**src/rtl/fp_addsub_seq_if.sv**
```systemverilog
`default_nettype none
// ============================================================================
// Module : fp_addsub_seq_if
// Brief  : Operand/result valid-ready bundle for the sequential FP add/sub unit
// Rev    : 1.0
// ============================================================================
interface fp_addsub_seq_if #(
  parameter int EXP_W = 8,
  parameter int MAN_W = 23
);
  localparam int W = 1 + EXP_W + MAN_W;

  logic         in_valid;
  logic         in_ready;
  logic         op_sub;
  logic [W-1:0] a;
  logic [W-1:0] b;
  logic         out_valid;
  logic         out_ready;
  logic [W-1:0] result;
  logic [3:0]   flags;

  modport master (
    output in_valid, op_sub, a, b, out_ready,
    input  in_ready, out_valid, result, flags
  );

  modport slave (
    input  in_valid, op_sub, a, b, out_ready,
    output in_ready, out_valid, result, flags
  );
endinterface
`default_nettype wire

```
**src/rtl/fp_addsub_seq.sv**
```systemverilog
`default_nettype none
// ============================================================================
// Module : fp_addsub_seq
// Brief  : Multi-cycle IEEE-754 add/subtract, RNE rounding, subnormals, flags
// Rev    : 1.0
// ============================================================================
module fp_addsub_seq #(
  parameter int EXP_W = 8,
  parameter int MAN_W = 23
) (
  input  logic           clk,
  input  logic           rst,
  fp_addsub_seq_if.slave bus
);
  localparam int W  = 1 + EXP_W + MAN_W;
  localparam int SW = MAN_W + 4;
  localparam int XW = EXP_W + 1;

  localparam logic [EXP_W-1:0] C_EXP_ONES = '1;
  localparam logic [XW-1:0]    C_SAT      = XW'(MAN_W + 3);
  localparam logic [W-1:0]     C_QNAN     = {1'b0, C_EXP_ONES, 1'b1, {(MAN_W-1){1'b0}}};

  localparam logic [2:0] C_IDLE  = 3'd0;
  localparam logic [2:0] C_ALIGN = 3'd1;
  localparam logic [2:0] C_ADD   = 3'd2;
  localparam logic [2:0] C_NORM  = 3'd3;
  localparam logic [2:0] C_ROUND = 3'd4;
  localparam logic [2:0] C_DONE  = 3'd5;

  logic [2:0]    r_state;
  logic [W-1:0]  r_a, r_b;
  logic          r_sub;
  logic [SW-1:0] r_sig_l, r_sig_s;
  logic          r_sign_l, r_sign_s;
  logic [XW-1:0] r_exp;
  logic [SW:0]   r_sum;
  logic [W-1:0]  r_result;
  logic [3:0]    r_flags;

  // Operand decode and alignment
  logic             w_sa, w_sb, w_a_big;
  logic [EXP_W-1:0] w_ea, w_eb;
  logic [MAN_W-1:0] w_ma, w_mb;
  logic             w_nan_a, w_nan_b, w_inf_a, w_inf_b, w_snan;
  logic [SW-1:0]    w_sig_a, w_sig_b, w_sig_small, w_sig_sh, w_mask, w_sig_al;
  logic [XW-1:0]    w_xa, w_xb, w_xl, w_diff, w_shamt;

  assign w_sa    = r_a[W-1];
  assign w_sb    = r_b[W-1] ^ r_sub;
  assign w_ea    = r_a[W-2:MAN_W];
  assign w_eb    = r_b[W-2:MAN_W];
  assign w_ma    = r_a[MAN_W-1:0];
  assign w_mb    = r_b[MAN_W-1:0];
  assign w_nan_a = (&w_ea) & (|w_ma);
  assign w_nan_b = (&w_eb) & (|w_mb);
  assign w_inf_a = (&w_ea) & ~(|w_ma);
  assign w_inf_b = (&w_eb) & ~(|w_mb);
  assign w_snan  = (w_nan_a & ~w_ma[MAN_W-1]) | (w_nan_b & ~w_mb[MAN_W-1]);

  // Raw field compare orders magnitudes correctly, subnormals included
  assign w_a_big     = r_a[W-2:0] >= r_b[W-2:0];
  assign w_sig_a     = {|w_ea, w_ma, 3'b000};
  assign w_sig_b     = {|w_eb, w_mb, 3'b000};
  assign w_xa        = (|w_ea) ? {1'b0, w_ea} : XW'(1);
  assign w_xb        = (|w_eb) ? {1'b0, w_eb} : XW'(1);
  assign w_xl        = w_a_big ? w_xa : w_xb;
  assign w_diff      = w_a_big ? (w_xa - w_xb) : (w_xb - w_xa);
  assign w_shamt     = (w_diff > C_SAT) ? C_SAT : w_diff;
  assign w_sig_small = w_a_big ? w_sig_b : w_sig_a;
  assign w_sig_sh    = w_sig_small >> w_shamt;
  assign w_mask      = (SW'(1) << w_shamt) - SW'(1);
  assign w_sig_al    = {w_sig_sh[SW-1:1], w_sig_sh[0] | (|(w_sig_small & w_mask))};

  logic [SW:0] w_sum;
  assign w_sum = (r_sign_l == r_sign_s) ? ({1'b0, r_sig_l} + {1'b0, r_sig_s})
                                        : ({1'b0, r_sig_l} - {1'b0, r_sig_s});

  // Round to nearest even; a subnormal that rounds up into the hidden bit keeps exponent 1
  logic [MAN_W:0]   w_mant;
  logic             w_inexact, w_rup, w_ovf;
  logic [MAN_W+1:0] w_rnd;
  logic [XW-1:0]    w_exp_f;
  logic [MAN_W-1:0] w_man_f;

  assign w_mant    = r_sum[MAN_W+3:3];
  assign w_inexact = |r_sum[2:0];
  assign w_rup     = r_sum[2] & (r_sum[1] | r_sum[0] | w_mant[0]);
  assign w_rnd     = {1'b0, w_mant} + (MAN_W+2)'(w_rup);
  assign w_exp_f   = w_rnd[MAN_W+1] ? (r_exp + XW'(1)) : (w_rnd[MAN_W] ? r_exp : '0);
  assign w_man_f   = w_rnd[MAN_W+1] ? w_rnd[MAN_W:1] : w_rnd[MAN_W-1:0];
  assign w_ovf     = w_exp_f >= {1'b0, C_EXP_ONES};

  always_ff @(posedge clk) begin
    if (rst) begin
      r_state  <= C_IDLE;
      r_result <= '0;
      r_flags  <= '0;
    end else begin
      case (r_state)
        C_IDLE: begin
          if (bus.in_valid) begin
            r_a     <= bus.a;
            r_b     <= bus.b;
            r_sub   <= bus.op_sub;
            r_state <= C_ALIGN;
          end
        end
        C_ALIGN: begin
          r_state <= C_DONE;
          r_flags <= '0;
          if (w_nan_a | w_nan_b) begin
            r_result <= C_QNAN;
            r_flags  <= {w_snan, 3'b000};
          end else if (w_inf_a & w_inf_b & (w_sa ^ w_sb)) begin
            r_result <= C_QNAN;
            r_flags  <= 4'b1000;
          end else if (w_inf_a) begin
            r_result <= {w_sa, C_EXP_ONES, {MAN_W{1'b0}}};
          end else if (w_inf_b) begin
            r_result <= {w_sb, C_EXP_ONES, {MAN_W{1'b0}}};
          end else begin
            r_state  <= C_ADD;
            r_sig_l  <= w_a_big ? w_sig_a : w_sig_b;
            r_sig_s  <= w_sig_al;
            r_sign_l <= w_a_big ? w_sa : w_sb;
            r_sign_s <= w_a_big ? w_sb : w_sa;
            r_exp    <= w_xl;
          end
        end
        C_ADD: begin
          if (w_sum == '0) begin
            r_result <= {r_sign_l & r_sign_s, {(W-1){1'b0}}};
            r_flags  <= '0;
            r_state  <= C_DONE;
          end else begin
            r_sum   <= w_sum;
            r_state <= C_NORM;
          end
        end
        C_NORM: begin
          if (r_sum[MAN_W+4]) begin
            r_sum   <= {1'b0, r_sum[MAN_W+4:2], r_sum[1] | r_sum[0]};
            r_exp   <= r_exp + XW'(1);
            r_state <= C_ROUND;
          end else if (!r_sum[MAN_W+3] && (r_exp > XW'(1))) begin
            r_sum <= r_sum << 1;
            r_exp <= r_exp - XW'(1);
          end else begin
            r_state <= C_ROUND;
          end
        end
        C_ROUND: begin
          r_state <= C_DONE;
          if (w_ovf) begin
            r_result <= {r_sign_l, C_EXP_ONES, {MAN_W{1'b0}}};
            r_flags  <= 4'b0101;
          end else begin
            r_result <= {r_sign_l, w_exp_f[EXP_W-1:0], w_man_f};
            r_flags  <= {2'b00, w_inexact & ~(|w_exp_f), w_inexact};
          end
        end
        C_DONE: begin
          if (bus.out_ready) r_state <= C_IDLE;
        end
        default: r_state <= C_IDLE;
      endcase
    end
  end

  assign bus.in_ready  = (r_state == C_IDLE);
  assign bus.out_valid = (r_state == C_DONE);
  assign bus.result    = r_result;
  assign bus.flags     = r_flags;

endmodule
`default_nettype wire
```
**src/flat_wrapper.sv**
```systemverilog
// flat-port wrapper written by rule: the top's interface ports become plain ports
module fp_addsub_seq_flat 
#(
  parameter int EXP_W = 8,
  parameter int MAN_W = 23
)
  (clk, rst, bus_in_valid, bus_op_sub, bus_a, bus_b, bus_out_ready, bus_in_ready, bus_out_valid, bus_result, bus_flags);
  fp_addsub_seq_if #(.EXP_W(EXP_W), .MAN_W(MAN_W)) bus_i ();
  input  logic clk;
  input  logic rst;
  input wire logic [$bits(bus_i.in_valid)-1:0] bus_in_valid;
  input wire logic [$bits(bus_i.op_sub)-1:0] bus_op_sub;
  input wire logic [$bits(bus_i.a)-1:0] bus_a;
  input wire logic [$bits(bus_i.b)-1:0] bus_b;
  input wire logic [$bits(bus_i.out_ready)-1:0] bus_out_ready;
  output wire logic [$bits(bus_i.in_ready)-1:0] bus_in_ready;
  output wire logic [$bits(bus_i.out_valid)-1:0] bus_out_valid;
  output wire logic [$bits(bus_i.result)-1:0] bus_result;
  output wire logic [$bits(bus_i.flags)-1:0] bus_flags;
  assign bus_i.in_valid = bus_in_valid;
  assign bus_i.op_sub = bus_op_sub;
  assign bus_i.a = bus_a;
  assign bus_i.b = bus_b;
  assign bus_i.out_ready = bus_out_ready;
  assign bus_in_ready = bus_i.in_ready;
  assign bus_out_valid = bus_i.out_valid;
  assign bus_result = bus_i.result;
  assign bus_flags = bus_i.flags;
  fp_addsub_seq #(.EXP_W(EXP_W), .MAN_W(MAN_W)) u_core (.clk(clk), .rst(rst), .bus(bus_i));
endmodule
```
**config.mk**
```make
export PLATFORM = sky130hd
export DESIGN_NAME = fp_addsub_seq_flat
export DESIGN_NICKNAME = d
export VERILOG_FILES = /design/src/rtl/fp_addsub_seq_if.sv /design/src/rtl/fp_addsub_seq.sv /design/src/flat_wrapper.sv
export SDC_FILE = /design/constraint.sdc
export NUM_CORES = 1
export LEC_CHECK = 0
export ABC_AREA = 0
export ABC_CLOCK_PERIOD_IN_PS = 10300
export CORE_MARGIN = 1
export CORE_UTILIZATION = 50
export DETAILED_ROUTE_END_ITERATION = 10
export GPL_TIMING_DRIVEN = 0
export PLACE_DENSITY = 0.71
export REMOVE_ABC_BUFFERS = 1
export SLEW_MARGIN = 40
export SYNTH_ARGS = -nofsm -noshare
export SYNTH_HDL_FRONTEND = slang
export SYNTH_SLANG_ARGS = --single-unit
export TNS_END_PERCENT = 100
```
**constraint.sdc**
```tcl
create_clock -name clk -period 10.3 [get_ports clk]
set_input_delay 3.09 -clock clk [delete_from_list [all_inputs] [get_ports clk]]
set_output_delay 3.09 -clock clk [all_outputs]
set_load 0.1 [all_outputs]
```
==> results of run 1 <==
power breakdown:
group / internal, mW / total (mW) / switching [mW]
sequential: 0.931 / 0.999 / 0.0676
clock: 0.330 / 0.633 / 0.303
combinational: 0.383 / 1.02 / 0.635
total: 1.64 / 2.65 / 1.01
worst max-delay path, cell delays in order, from the launching register on:
cell	delay, ns
edfxtp_1	0.51
nor4_1	0.61
a21oi_1	0.25
ha_1	0.30
fa_1	0.42
nand2b_1	0.25
a211oi_2	0.50
or3_1	0.18
a31o_2	0.21
nand4_1	0.09
mux2i_1	0.61
nand2_1	0.62
a32oi_1	0.46
o221ai_1	0.18
nor4_1	0.40
o211a_1	0.23
o211ai_1	0.13
synthesized netlist by cell type, drive strengths merged (11+ instances only):
library cell / n
a211oi: 29
a21o: 19
a21oi: 139
a22oi: 16
a31oi: 13
and2: 19
and3: 30
buf: 25
clkbuf: 84
dfxtp: 39
edfxtp: 155
ha: 77
inv: 77
mux2: 17
mux2i: 32
nand2: 191
nand2b: 24
nand3: 53
nand4: 27
nor2: 152
nor2b: 11
nor3: 36
nor4: 33
o211ai: 21
o21a: 13
o21ai: 120
o2bb2ai: 16
o31ai: 15
or3: 13
xnor2: 61
xor2: 20
per-layer routing:
layer,routed length (um),part of all wire [%],track usage [%],vias to the layer above
li1,-,-,-,6536
met4,1370,3.1,10.7,2
met3,2520,5.8,3.66,75
met1,18900,43,37.3,6453
met2,21000,48,48.8,474
met5,13,0.030,0,-
logic make-up after synthesis:
kind of cell | Yosys count
compound gates | 514
simple gates | 630
fa+ha+maj | 80
mux | 52
xor+xnor | 81
buf+inv | 186
flops | 194
worst paths after layout:
path	endpoint	slack [ns]	cells past startpoint
max reg2reg	u_core.r_sig_s[0]	4.07	16
max	u_core.r_sig_s[0]	4.07	16
min	u_core.bus.result[17]	0.46	1
min reg2reg	u_core.bus.result[17]	0.46	1
sequential cells by signal (all words and copies together), names as in the netlist:
signal             flops
u_core.r_sign_l        1
u_core.r_sign_s        1
u_core.bus.result     32
u_core.r_exp           9
u_core.bus.flags       4
u_core.r_sig_s        27
u_core.r_b            32
u_core.r_state         3
u_core.r_a            32
u_core.r_sum          28
u_core.r_sub           1
u_core.r_sig_l        24
cell type report:
type / instances / share of cell area, %
Clock buffer: 20 / 2.78
Clock inverter: 12 / 0.483
Inverter: 77 / 1.72
Multi-Input combinational cell: 1357 / 53.3
Sequential cell: 194 / 32.3
Tap cell: 390 / 2.90
Timing Repair Buffer: 122 / 6.58
metrics by stage:
step           total power, mW  setup WS [ns]  std cells
2_1_floorplan             1.71           4.02       1628
3_3_place_gp              1.98           1.60       2124
3_5_place_dp              2.01           4.11       2140
4_1_cts                   2.64           4.08       2172
5_1_grt                   2.79           3.70       2172
6_report                  2.65           4.07       2172
==> flow_metrics.env, run 1 <==
export IMPL_synth_ff_type="edfxtp_1"
export IMPL_synth_compound_area_share_pct=22.7
export IMPL_worstSetupEndpointType="flop"
export IMPL_hpwlAfterDp_um=33800
export IMPL_hold_path_class="flop to flop"
export IMPL_portBuffers=106
export IMPL_cp_arrival_ns=6.39
export IMPL_holdBufCountCts=0
export IMPL_finalWirelength_um=43800
export IMPL_rsz0062_at_grt="no"
export IMPL_hold_viol=0
export IMPL_area_delta_synth_final_pct=12.2
export IMPL_antenna_found_initial=1
export IMPL_ys_top_cells_by_area="edfxtp_1 31%, ha_1 6.4%, dfxtp_1 5.2%, nand2_1 4.7%, a21oi_1 4.6%"
export IMPL_syn_area_per_cell_um2=8.64
export IMPL_antenna_cells=0
export IMPL_clk_pin_slew_ns=0.07
export IMPL_min_delay_start="u_core.bus.result[17]"
export IMPL_netlist_area_um2=15000
export IMPL_die_x_um=175
export IMPL_tightest_slew_ns=0.823
export IMPL_final_common_cell="nand2_1"
export IMPL_ios=107
export IMPL_status="finished clean"
export IMPL_p_per_area_nw_per_um2=157
export IMPL_synth_top_area_share_pct=31.0
export IMPL_ir_worst_vdd_mv=0.113
export IMPL_cts_tree="yes"
export IMPL_critPathLaunch="u_core.r_a[30]"
export IMPL_ctsResizeCount=0
export IMPL_avgViaCountPerCell=6.23
export IMPL_post_route_util_pct=57.0
export IMPL_cts_root_buf="clkbuf_16"
export IMPL_clock_sinks=194
export IMPL_first_pass_iters=6
export IMPL_core_rowCount=63
export IMPL_p_leak_nw=6.28
export IMPL_worstSkewPairLatency_ns=0.45
export IMPL_first_iter_violations=1264
export IMPL_synth_top_family_by_area="compound AO/OA/AOI/OAI gates"
export IMPL_synth_distinct_cells=96
export IMPL_slew_viol_final=0
export IMPL_numCtsBuffers=17
export IMPL_drv_cap=0
export IMPL_fill_cells=2650
export IMPL_wl_per_cell_um=20.2
export IMPL_slew_headroom_pct=44.0
export IMPL_start_util_pct=50.8
export IMPL_overflow=0
export IMPL_grt_total_usage_pct=28.7
export IMPL_grt_pass1_vias=12700
export IMPL_path_class="flop to flop"
export IMPL_post_cts_setup_buffer_count=0
export IMPL_dieArea_um2=30700
export IMPL_grt_pass1_wl_um=68800
export IMPL_synth_top_cell_by_area="edfxtp_1"
export IMPL_cp_required_ns=10.46
export IMPL_crit_path_start_kind="flop"
export IMPL_h_tree_depth=4
export IMPL_gp_congestion=0.975
export IMPL_synth_edf_count=155
export IMPL_drive_gt1_share_pct=8.59
export IMPL_syn_inst=1737
export IMPL_drcViolationCount=0
export IMPL_final_area_um2=16800
export IMPL_tns_ns=0
export IMPL_seq_area_frac_synth_pct=36.2
export IMPL_fp_coreArea_um2=29600
export IMPL_max_freq_ghz=0.161
export IMPL_synth_area_mux_share_pct=3.91
export IMPL_fin_nets=1918
export IMPL_post_route_period_util_pct=60.5
export IMPL_dpl_cell_area_um2=16300
export IMPL_final_cell_mix="188 x nand2_1, 155 x edfxtp_1, 149 x nor2_1"
export IMPL_ant_nets=0
export IMPL_clockBufferDepth=2
export IMPL_final_seq_area_um2=5440
export IMPL_timing_rr_start="u_core.r_a[30]"
export IMPL_yosys_area_share_xor_xnor_pct=4.73
export IMPL_fin_skew_ns=0.0108
export IMPL_final_setup_viol_count=0
export IMPL_fin_crit_ns=6.23
export IMPL_synth_fa_ha_area_share_pct=6.82
export IMPL_grt_max_degree=68
export IMPL_cp_max_fo=15
export IMPL_yosys_warnings=0
export IMPL_whs_ns=0.458
export IMPL_die_h_um=175
export IMPL_yosys_area_share_simple_pct=20.7
export IMPL_vias=13500
export IMPL_multiInputGateArea_um2=8970
export IMPL_synth_seq_cells=194
export IMPL_async_flop_share_pct=0
Note: power is estimated with default switching activity, not from simulation.
==> run 2: changes to the inputs <==
ABC_CLOCK_PERIOD_IN_PS = 5750   (was 10300)
clock period = 5.75 ns   (was 10.3 ns; I/O delays follow)
==> run 2 against run 1 <==
Effect of this change:
- first-iteration DRC count up 6.2%
- via count up 1.2%
- sequential cell count unchanged
- final cell count up 1.2%
- maximum frequency up 13%
- cell area up 2.6%
- setup slack worse by 3.9 ns
- largest cell class unchanged
==> flow_metrics.env, run 2 (same netlist as run 1, synthesis figures left out) <==
export IMPL_status="finished clean"
export IMPL_hold_viol=0
export IMPL_grt_total_usage_pct=28.8
export IMPL_hpwlAfterDp_um=33800
export IMPL_start_util_pct=50.8
export IMPL_grt_pass1_vias=12700
export IMPL_grt_pass1_wl_um=68900
export IMPL_p_per_area_nw_per_um2=281
export IMPL_timing_rr_start="u_core.r_sig_s[8]"
export IMPL_cts_tree="yes"
export IMPL_cts_root_buf="clkbuf_16"
export IMPL_fin_crit_ns=5.53
export IMPL_post_route_period_util_pct=96.2
export IMPL_clockBufferDepth=2
export IMPL_portBuffers=106
export IMPL_hold_path_class="flop to flop"
export IMPL_clk_pin_slew_ns=0.07
export IMPL_cp_required_ns=6.08
export IMPL_critPathLaunch="u_core.r_sig_s[8]"
export IMPL_area_delta_synth_final_pct=15.1
export IMPL_max_freq_ghz=0.181
export IMPL_crit_path_start_kind="flop"
export IMPL_gp_congestion=0.975
export IMPL_rrSetupSlack_ns=0.22
export IMPL_core_rowCount=63
export IMPL_ir_worst_vdd_mv=0.201
export IMPL_final_cell_mix="187 x nand2_1, 155 x edfxtp_1, 148 x nor2_1"
export IMPL_finalWirelength_um=44800
export IMPL_ant_nets=0
export IMPL_drcViolationCount=0
export IMPL_wl_per_cell_um=20.4
export IMPL_tightest_slew_ns=0.821
export IMPL_slew_headroom_pct=44.2
export IMPL_overflow=0
export IMPL_whs_ns=0.458
export IMPL_die_x_um=175
export IMPL_h_tree_depth=4
export IMPL_final_common_cell="nand2_1"
export IMPL_grt_max_degree=68
export IMPL_worstSetupEndpointType="flop"
export IMPL_dpl_cell_area_um2=16300
export IMPL_min_delay_start="u_core.bus.result[17]"
export IMPL_clock_sinks=194
export IMPL_holdBufCountCts=0
export IMPL_path_class="flop to flop"
export IMPL_final_setup_viol_count=0
export IMPL_final_area_um2=17300
export IMPL_vias=13700
export IMPL_antenna_cells=0
export IMPL_first_pass_iters=6
export IMPL_antenna_found_initial=1
export IMPL_drive_gt1_share_pct=11.7
export IMPL_cp_arrival_ns=5.87
export IMPL_p_leak_nw=6.45
export IMPL_worstSkewPairLatency_ns=0.44
export IMPL_numCtsBuffers=17
export IMPL_first_iter_violations=1342
export IMPL_fp_coreArea_um2=29600
export IMPL_ios=107
export IMPL_cp_max_fo=22
export IMPL_die_h_um=175
export IMPL_dieArea_um2=30700
export IMPL_slew_viol_final=0
export IMPL_drv_cap=0
export IMPL_fin_skew_ns=0.0120
export IMPL_fin_nets=1944
export IMPL_avgViaCountPerCell=6.23
run 2: cell types whose count changed in the layout (fill, tap and decap cells not counted), sizes merged:
| cell | change |
|---|---|
| buf | +25 |
| mux2i | +1 |
run 2: report_power, final:
part	switching [mW]	leakage, nW	internal (mW)
combinational	1.18	4.43	0.744
clock	0.543	0.285	0.592
sequential	0.125	1.74	1.67
total	1.85	6.45	3.00
run 2: worst max-delay path: stages (launching register included):
cell and delay, ns:
edfxtp_1 0.47, or4_4 0.61, or4_4 0.45, or3_4 0.40
o41ai_2 0.24, xnor2_1 0.16, ha_1 0.33, and2_1 0.19
a311oi_2 0.28, o21bai_1 0.12, a21oi_2 0.22, inv_1 0.10
nor2_1 0.11, o211ai_1 0.14, or4b_4 0.60, nor4_4 0.25
buf_4 0.17, or2_4 0.22, nor2_8 0.10, a22o_1 0.26
run 2: what timing repair did:
action | 4_1_cts | 5_1_grt
gates cloned | 0 | 1
endpoints found under the setup margin | 77 | 74
setup buffers | 7 | 19
pin swaps | 2 | 12
gates resized for setup | 11 | 34
run 2: worst paths after layout:
| path | end | cells past startpoint |
|---|---|---|
| max | u_core.bus.result[18] | 19 |
| min | u_core.bus.result[17] | 1 |
| max reg2reg | u_core.bus.result[18] | 19 |
| min reg2reg | u_core.bus.result[17] | 1 |
run 2: layout make-up:
type | count | area [um2]
clock buffer | 20 | 468
clock inverter | 12 | 81.3
fill | 2613 | 12300
inverter | 77 | 289
multi-input combinational | 1358 | 9180
sequential | 194 | 5440
tap | 390 | 488
timing repair buffer | 147 | 1330
run 2: stage by stage:
stage	util, %	setup slack (ns)	power [mW]	setup TNS, ns	instances
after detailed placement	55.1	-0.437	3.60	-12.19	2140
after floorplan	-	-0.530	3.05	-19.73	1628
after global routing	58.4	-0.0462	5.10	-0.129	2198
after global placement	54.5	-2.95	3.54	-123.07	2124
final	58.4	0.217	4.85	0	2198
after CTS	57.3	0.0229	4.75	0	2179
run 2: layer usage:
metal | share of wire (%) | up-vias | track usage [%]
li1 | - | 6587 | -
met1 | 43 | 6500 | 37.2
met2 | 48 | 523 | 48.5
met3 | 5.7 | 85 | 3.98
met4 | 3.5 | 2 | 11.6
met5 | 0.029 | - | 0
